<file path="src/rtl/vga_pkg.sv">
// vga_pkg: shared constants for the video path.
// Holds mode encodings, default luma weights (Rec.709 scaled by 2^8)
// and the filter pipeline latency, which the video generator also uses
// to keep its own sync timing aligned with the filtered pixels.
package vga_pkg;

  localparam int PIPE_LAT = 3;

  localparam int DEF_CW = 6;
  localparam int DEF_KW = 8;
  localparam int DEF_KR = 54;
  localparam int DEF_KG = 183;
  localparam int DEF_KB = 19;

  localparam logic [2:0] MODE_COLOUR = 3'd0;
  localparam logic [2:0] MODE_GREEN  = 3'd1;
  localparam logic [2:0] MODE_AMBER  = 3'd2;
  localparam logic [2:0] MODE_WHITE  = 3'd3;
  localparam logic [2:0] MODE_TINT   = 3'd4;

  // Sideband that travels alongside each pixel through the pipe.
  typedef struct packed {
    logic       hs;
    logic       vs;
    logic       de;
    logic [2:0] mode;
  } side_t;

  // Reserved encodings fall back to plain colour.
  function automatic logic [2:0] legal_mode(input logic [2:0] m);
    return (m > MODE_TINT) ? MODE_COLOUR : m;
  endfunction

  // Sideband value of an empty pipe slot: blanked, syncs idle.
  function automatic side_t side_idle(input logic sync_act);
    side_t s;
    s.hs   = ~sync_act;
    s.vs   = ~sync_act;
    s.de   = 1'b0;
    s.mode = MODE_COLOUR;
    return s;
  endfunction

endpackage

</file>
<file path="src/rtl/vga_luma.sv">
// vga_luma: weighted luma for one pixel, two register stages.
// Stage 1 registers the three channel products, stage 2 registers the
// rounded, saturated Y so it lines up with stage 2 of the parent pipe.
module vga_luma
  import vga_pkg::*;
#(
  parameter int CW = DEF_CW,
  parameter int KW = DEF_KW,
  parameter int KR = DEF_KR,
  parameter int KG = DEF_KG,
  parameter int KB = DEF_KB
) (
  input  logic          clk,
  input  logic          rst_n,
  input  logic [CW-1:0] r,
  input  logic [CW-1:0] g,
  input  logic [CW-1:0] b,
  output logic [CW-1:0] y
);

  localparam int PW = CW + KW;
  localparam int SW = CW + KW + 2;

  logic [PW-1:0] pr_q, pr_d;
  logic [PW-1:0] pg_q, pg_d;
  logic [PW-1:0] pb_q, pb_d;
  logic [CW-1:0] y_q, y_d;
  logic [SW-1:0] sum;
  logic [CW+1:0] y_full;

  // Products, then round-to-nearest on the fractional bits and clamp.
  always_comb begin
    pr_d   = PW'(KR) * PW'(r);
    pg_d   = PW'(KG) * PW'(g);
    pb_d   = PW'(KB) * PW'(b);
    sum    = SW'(pr_q) + SW'(pg_q) + SW'(pb_q) + SW'(1 << (KW - 1));
    y_full = (CW + 2)'(sum >> KW);
    y_d    = (y_full > (CW + 2)'({CW{1'b1}})) ? {CW{1'b1}} : y_full[CW-1:0];
  end

  // Product and luma registers.
  always_ff @(posedge clk) begin
    if (!rst_n) begin
      pr_q <= '0;
      pg_q <= '0;
      pb_q <= '0;
      y_q  <= '0;
    end else begin
      pr_q <= pr_d;
      pg_q <= pg_d;
      pb_q <= pb_d;
      y_q  <= y_d;
    end
  end

  assign y = y_q;

endmodule

</file>
<file path="src/rtl/vga_mono_filter.sv">
// vga_mono_filter: 3-stage colour-to-monochrome filter for the VGA pins.
// The requested mode is latched only on a fresh vsync assertion and then
// travels with its pixel, so a mode switch starts on a frame boundary.
// Optional scanline darkening is enabled with `define VGA_SCANLINE_EN.
module vga_mono_filter
  import vga_pkg::*;
#(
  parameter int CW       = DEF_CW,
  parameter int KW       = DEF_KW,
  parameter int KR       = DEF_KR,
  parameter int KG       = DEF_KG,
  parameter int KB       = DEF_KB,
  parameter int SYNC_POL = 0
) (
  input  logic          clk_vga,
  input  logic          rst_n,
  input  logic [2:0]    mode,
  input  logic [CW-1:0] tint_r,
  input  logic [CW-1:0] tint_g,
  input  logic [CW-1:0] tint_b,
  input  logic [CW-1:0] r_in,
  input  logic [CW-1:0] g_in,
  input  logic [CW-1:0] b_in,
  input  logic          hsync_in,
  input  logic          vsync_in,
  input  logic          de_in,
  output logic [CW-1:0] r_out,
  output logic [CW-1:0] g_out,
  output logic [CW-1:0] b_out,
  output logic          hsync_out,
  output logic          vsync_out,
  output logic          de_out,
  output logic [2:0]    mode_active
);

  localparam logic SYNC_ACT = (SYNC_POL != 0);
  localparam int   TW       = 2 * CW;

  logic [CW-1:0] r1_q, r1_d, g1_q, g1_d, b1_q, b1_d;
  logic [CW-1:0] r2_q, r2_d, g2_q, g2_d, b2_q, b2_d;
  logic [CW-1:0] r3_q, r3_d, g3_q, g3_d, b3_q, b3_d;
  side_t         side1_q, side1_d, side2_q, side2_d;
  logic          hs3_q, hs3_d, vs3_q, vs3_d, de3_q, de3_d;
  logic [2:0]    mode_active_q, mode_active_d;
  logic          vs_prev_q, vs_prev_d;
  logic          hist_valid_q, hist_valid_d;
  logic          vs_edge;
  logic [CW-1:0] y2;

`ifdef VGA_SCANLINE_EN
  logic hs_prev_q, hs_prev_d;
  logic parity_q, parity_d;
  logic par1_q, par1_d, par2_q, par2_d;
  logic hs_edge;
`endif

  vga_luma #(
    .CW (CW),
    .KW (KW),
    .KR (KR),
    .KG (KG),
    .KB (KB)
  ) u_luma (
    .clk   (clk_vga),
    .rst_n (rst_n),
    .r     (r_in),
    .g     (g_in),
    .b     (b_in),
    .y     (y2)
  );

  // Stages 1-2: vsync edge detect, mode latch, and carrying pixel plus sideband.
  // hist_valid keeps a vsync held active through reset from counting as an edge.
  always_comb begin
    vs_edge       = hist_valid_q && (vs_prev_q != SYNC_ACT) && (vsync_in == SYNC_ACT);
    mode_active_d = vs_edge ? legal_mode(mode) : mode_active_q;
    vs_prev_d     = vsync_in;
    hist_valid_d  = 1'b1;
    r1_d          = r_in;
    g1_d          = g_in;
    b1_d          = b_in;
    side1_d.hs    = hsync_in;
    side1_d.vs    = vsync_in;
    side1_d.de    = de_in;
    side1_d.mode  = mode_active_d;
    r2_d          = r1_q;
    g2_d          = g1_q;
    b2_d          = b1_q;
    side2_d       = side1_q;
  end

`ifdef VGA_SCANLINE_EN
  // Line parity: flips per hsync assertion, restarts even at each frame.
  always_comb begin
    hs_edge   = hist_valid_q && (hs_prev_q != SYNC_ACT) && (hsync_in == SYNC_ACT);
    hs_prev_d = hsync_in;
    if (vs_edge) begin
      parity_d = 1'b0;
    end else if (hs_edge) begin
      parity_d = ~parity_q;
    end else begin
      parity_d = parity_q;
    end
    par1_d = parity_d;
    par2_d = par1_q;
  end
`endif

  // Stage 3: map luma to the pixel's own mode; tint inputs are used live.
  always_comb begin
    r3_d = r2_q;
    g3_d = g2_q;
    b3_d = b2_q;
    case (side2_q.mode)
      MODE_GREEN: begin
        r3_d = '0;
        g3_d = y2;
        b3_d = '0;
      end
      MODE_AMBER: begin
        r3_d = y2;
        g3_d = y2 >> 1;
        b3_d = '0;
      end
      MODE_WHITE: begin
        r3_d = y2;
        g3_d = y2;
        b3_d = y2;
      end
      MODE_TINT: begin
        r3_d = CW'((TW'(y2) * (TW'(tint_r) + TW'(1))) >> CW);
        g3_d = CW'((TW'(y2) * (TW'(tint_g) + TW'(1))) >> CW);
        b3_d = CW'((TW'(y2) * (TW'(tint_b) + TW'(1))) >> CW);
      end
      default: begin
        r3_d = r2_q;
        g3_d = g2_q;
        b3_d = b2_q;
      end
    endcase
    if (!side2_q.de) begin
      r3_d = '0;
      g3_d = '0;
      b3_d = '0;
    end
`ifdef VGA_SCANLINE_EN
    if (par2_q) begin
      r3_d = r3_d >> 1;
      g3_d = g3_d >> 1;
      b3_d = b3_d >> 1;
    end
`endif
    hs3_d = side2_q.hs;
    vs3_d = side2_q.vs;
    de3_d = side2_q.de;
  end

  // All pipeline state; reset empties the pipe with syncs idle.
  always_ff @(posedge clk_vga) begin
    if (!rst_n) begin
      r1_q          <= '0;
      g1_q          <= '0;
      b1_q          <= '0;
      r2_q          <= '0;
      g2_q          <= '0;
      b2_q          <= '0;
      r3_q          <= '0;
      g3_q          <= '0;
      b3_q          <= '0;
      side1_q       <= side_idle(SYNC_ACT);
      side2_q       <= side_idle(SYNC_ACT);
      hs3_q         <= ~SYNC_ACT;
      vs3_q         <= ~SYNC_ACT;
      de3_q         <= 1'b0;
      mode_active_q <= MODE_COLOUR;
      vs_prev_q     <= ~SYNC_ACT;
      hist_valid_q  <= 1'b0;
`ifdef VGA_SCANLINE_EN
      hs_prev_q     <= ~SYNC_ACT;
      parity_q      <= 1'b0;
      par1_q        <= 1'b0;
      par2_q        <= 1'b0;
`endif
    end else begin
      r1_q          <= r1_d;
      g1_q          <= g1_d;
      b1_q          <= b1_d;
      r2_q          <= r2_d;
      g2_q          <= g2_d;
      b2_q          <= b2_d;
      r3_q          <= r3_d;
      g3_q          <= g3_d;
      b3_q          <= b3_d;
      side1_q       <= side1_d;
      side2_q       <= side2_d;
      hs3_q         <= hs3_d;
      vs3_q         <= vs3_d;
      de3_q         <= de3_d;
      mode_active_q <= mode_active_d;
      vs_prev_q     <= vs_prev_d;
      hist_valid_q  <= hist_valid_d;
`ifdef VGA_SCANLINE_EN
      hs_prev_q     <= hs_prev_d;
      parity_q      <= parity_d;
      par1_q        <= par1_d;
      par2_q        <= par2_d;
`endif
    end
  end

  assign r_out       = r3_q;
  assign g_out       = g3_q;
  assign b_out       = b3_q;
  assign hsync_out   = hs3_q;
  assign vsync_out   = vs3_q;
  assign de_out      = de3_q;
  assign mode_active = mode_active_q;

endmodule
</file>
<file path="config.mk">
export PLATFORM = sky130hd
export DESIGN_NAME = vga_mono_filter
export DESIGN_NICKNAME = d
export VERILOG_FILES = /design/src/rtl/vga_pkg.sv /design/src/rtl/vga_luma.sv /design/src/rtl/vga_mono_filter.sv
export SDC_FILE = /design/constraint.sdc
export NUM_CORES = 1
export LEC_CHECK = 0
export ABC_AREA = 1
export BUFFER_PORTS_ARGS = -buffer_cell sky130_fd_sc_hd__buf_2
export CAP_MARGIN = 20
export CORE_MARGIN = 3
export CORE_UTILIZATION = 45
export CTS_BUF_LIST = sky130_fd_sc_hd__clkbuf_4
export CTS_CLUSTER_DIAMETER = 80
export DETAILED_ROUTE_END_ITERATION = 8
export GPL_TIMING_DRIVEN = 0
export HOLD_SLACK_MARGIN = 0.08
export SLEW_MARGIN = 20
export SYNTH_ARGS = -nofsm -noshare
export SYNTH_HDL_FRONTEND = slang
export SYNTH_SLANG_ARGS = --single-unit
</file>
<file path="constraint.sdc">
create_clock -name clk_vga -period 9.7 [get_ports clk_vga]
set_input_delay 0.485 -clock clk_vga [delete_from_list [all_inputs] [get_ports clk_vga]]
set_output_delay 0.485 -clock clk_vga [all_outputs]
set_load 0.01 [all_outputs]
</file>
==> impl_metrics.json <==
{
  "core_mm2": 0.0227,
  "grt_pass1_vias": 8043,
  "rows": 55,
  "fillers": 2340,
  "crit_start": "u_luma.y[4]",
  "yosysTopAreaCell": "dfxtp_1",
  "mostFrequentLayoutCell": "inv_1",
  "nNetsFinal": 1731,
  "ys_ff_latch": 109,
  "tightest_slew_ns": 0.759,
  "crit_end": "r_out[5]",
  "drt_iter0_markers": 426,
  "hpwl_um": 19900,
  "drc_errors": 0,
  "synth_warnings": 0,
  "grt_first_pass_wirelength_um": 39100,
  "synth_area_leaders": "dfxtp_1 (21%), ha_1 (18%), fa_1 (15%)",
  "ctsHoldBuffers": 1,
  "cp_max_fo": 10,
  "antenna_found_initial": 1,
  "dp.cells": 1732,
  "ir_drop_mv": 0.0796,
  "ioPinCount": 68,
  "clock.fmax_ghz": 0.214,
  "multiInputGateArea_mm2": 0.00693,
  "htree_levels": 3,
  "syn_area_mm2": 0.0104,
  "syn_avg_cell_area_um2": 7.54,
  "post-cts-setup-buffers": 0,
  "synth-edff-count": 0,
  "cts_resized": 0,
  "clk_latency_ns": 0.48,
  "ys_seq_area_share_pct": 21.0,
  "status": "finished clean",
  "rr_worst_depth": 19,
  "clock-sinks": 109,
  "cp_data_required_time_ns": 10.14,
  "ys.flop_type": "dfxtp_1",
  "start_kind": "flip-flop",
  "cts_buffers": 9,
  "syn-instance-count": 1380,
  "yosys.area.top_type_share_pct": 21.0,
  "maxCapViolations": 0,
  "antenna_left": 0,
  "syn2layout_area_growth_pct": 8.02,
  "grt_max_degree": 21,
  "hold_viol_final": 0,
  "final-seq-area_mm2": 0.00218,
  "vias": 8518,
  "hold_path_class": "input port to flip-flop",
  "tns_ns": 0,
  "setup_viol": 0,
  "rsz0062_at_grt": "false",
  "track_usage_pct": 19.6,
  "fin_worst_skew_ns": 0.0125,
  "slew_headroom_pct": 49.4,
  "gp_congestion": 0.876,
  "period_needed_ns": 4.67,
  "syn-num-nets": 1652,
  "synth_cell_types": 52,
  "routed_wl_um": 23600,
  "power.density_mw_per_mm2": 204,
  "wl_per_cell_um": 13.5,
  "cellLeakagePower_nw": 6.42,
  "die_area_mm2": 0.0250,
  "die_h_um": 158,
  "arrival_ns": 5.11,
  "die_width_um": 158,
  "cts_buffer_depth": 2,
  "dr.pass1.iters": 5,
  "async_flop_share_pct": 0,
  "final_cells": 1750,
  "min_period_over_period_pct": 48.2,
  "cts_tree": "built",
  "drive_gt1_share_pct": 10.7,
  "r2r-end": "r_out[5]",
  "port_buffers": 67,
  "final_cell_mix": "inv_1 (295), nand2_1 (249), ha_1 (150)",
  "clk_pin_slew_ns": 0.17,
  "overflow": 0,
  "r2r_slack_ns": 5.03,
  "slew_violations": 0,
  "clockRootBuffer": "clkbuf_4",
  "worst_r2r_startpoint": "u_luma.y[4]",
  "via_per_inst": 4.87,
  "end_kind": "flip-flop",
  "start_util_pct": 45.8,
  "critPathKind": "flip-flop to flip-flop"
}
==> Yosys cell counts (9+ instances only) <==
cell type / count
nand3b_1: 14
nand2_2: 18
xor2_1: 19
nand2_1: 249
clkbuf_1: 9
dfxtp_1: 109
a21oi_1: 73
nand3_1: 64
a31oi_1: 9
fa_1: 78
nor2_2: 9
ha_1: 150
o21ai_0: 31
nand4_1: 9
inv_1: 295
nor2_1: 137
==> final cells by class <==
cell class	count	share of cell area [%]
Antenna cell	1	0.0223
Buffer	27	1.31
Tap cell	285	3.17
Clock inverter	7	0.557
Sequential cell	109	19.4
Inverter	305	10.2
Multi-Input combinational cell	939	61.6
Timing Repair Buffer	68	3.07
Clock buffer	9	0.601
==> metal layers <==
layer	track usage [%]	share of wire, %	vias to the layer above
met4	4.18	1.3	0
met3	2.35	4.0	29
met5	0	0	-
met2	35.1	49	155
met1	25.4	45	3880
li1	-	-	4454
==> cell families (layout without fill, tap and decap cells) <==
logic type / Yosys count / in the layout / share of synthesized area, %
compound gates: 151 / 151 / 8.43
xor+xnor: 27 / 27 / 2.27
fa+ha+maj: 228 / 228 / 33.0
buf+inv: 332 / 416 / 12.4
flops: 109 / 109 / 21.0
other cells: 0 / 1 / 0
simple gates: 533 / 533 / 22.8
==> worst min-delay path by stage <==
| stage | startpoint | to | slack, ns | cells past startpoint |
|---|---|---|---|---|
| 3_3_place_gp | side1_q[5] | hs3_d | 0.39 | 1 |
| 4_1_cts | hsync_in | side1_q[5] | 0.14 | 2 |
| 5_1_grt | hsync_in | side1_q[5] | 0.13 | 2 |
| 6_report | de_in | side1_q[3] | 0.17 | 3 |
| 2_1_floorplan | b1_q[1] | b2_q[1] | 0.39 | 2 |
| 3_5_place_dp | g1_q[5] | g2_q[5] | 0.40 | 2 |
==> where the power goes <==
part / total, W / switching [W] / leakage, nW / internal [W]
registers: 0.000536 / 0.0000347 / 0.899 / 0.000502
logic: 0.00154 / 0.000958 / 5.45 / 0.000581
clock network: 0.000220 / 0.000161 / 0.0751 / 0.0000593
total: 0.00230 / 0.00115 / 6.42 / 0.00114
==> flip-flops by register name, summed over array words and instances (netlist names), 2 cells and up <==
| register | count |
|---|---|
| r_out | 6 |
| u_luma.pb_q | 10 |
| mode_active | 3 |
| b1_q | 6 |
| r2_q | 6 |
| g_out | 6 |
| side2_q | 3 |
| g2_q | 6 |
| side1_q | 2 |
| r1_q | 6 |
| u_luma.y | 6 |
| u_luma.pr_q | 10 |
| b2_q | 6 |
| g1_q | 6 |
| b_out | 6 |
| u_luma.pg_q | 13 |
==> critical path: stages, from the launching register on <==
cell and delay [ns]:
dfxtp_1 0.69, clkinv_1 0.48, clkbuf_1 0.39, nor2_1 0.23
fa_1 0.47, fa_1 0.55, inv_1 0.06, fa_1 0.54
inv_1 0.04, ha_1 0.36, nand2_1 0.08, nand2_1 0.05
inv_1 0.09, o21a_1 0.15, nand2_2 0.07, nand2_1 0.07
nand2_1 0.05, nand2_1 0.05, nand3_1 0.07, a21oi_1 0.13
==> per-stage QoR <==
stage	total power (W)	instance area, um2	utilization (%)	hold slack (ns)	setup WS [ns]
after floorplan	0.00172	10400	-	0.390	5.77
after global placement	0.00206	11100	48.9	0.394	5.08
after detailed placement	0.00208	11100	48.9	0.397	5.07
after CTS	0.00232	11200	49.5	0.141	5.03
after global routing	0.00259	11200	49.5	0.130	4.71
final	0.00230	11200	49.5	0.173	5.03
Note: power is estimated with default switching activity, not from simulation.
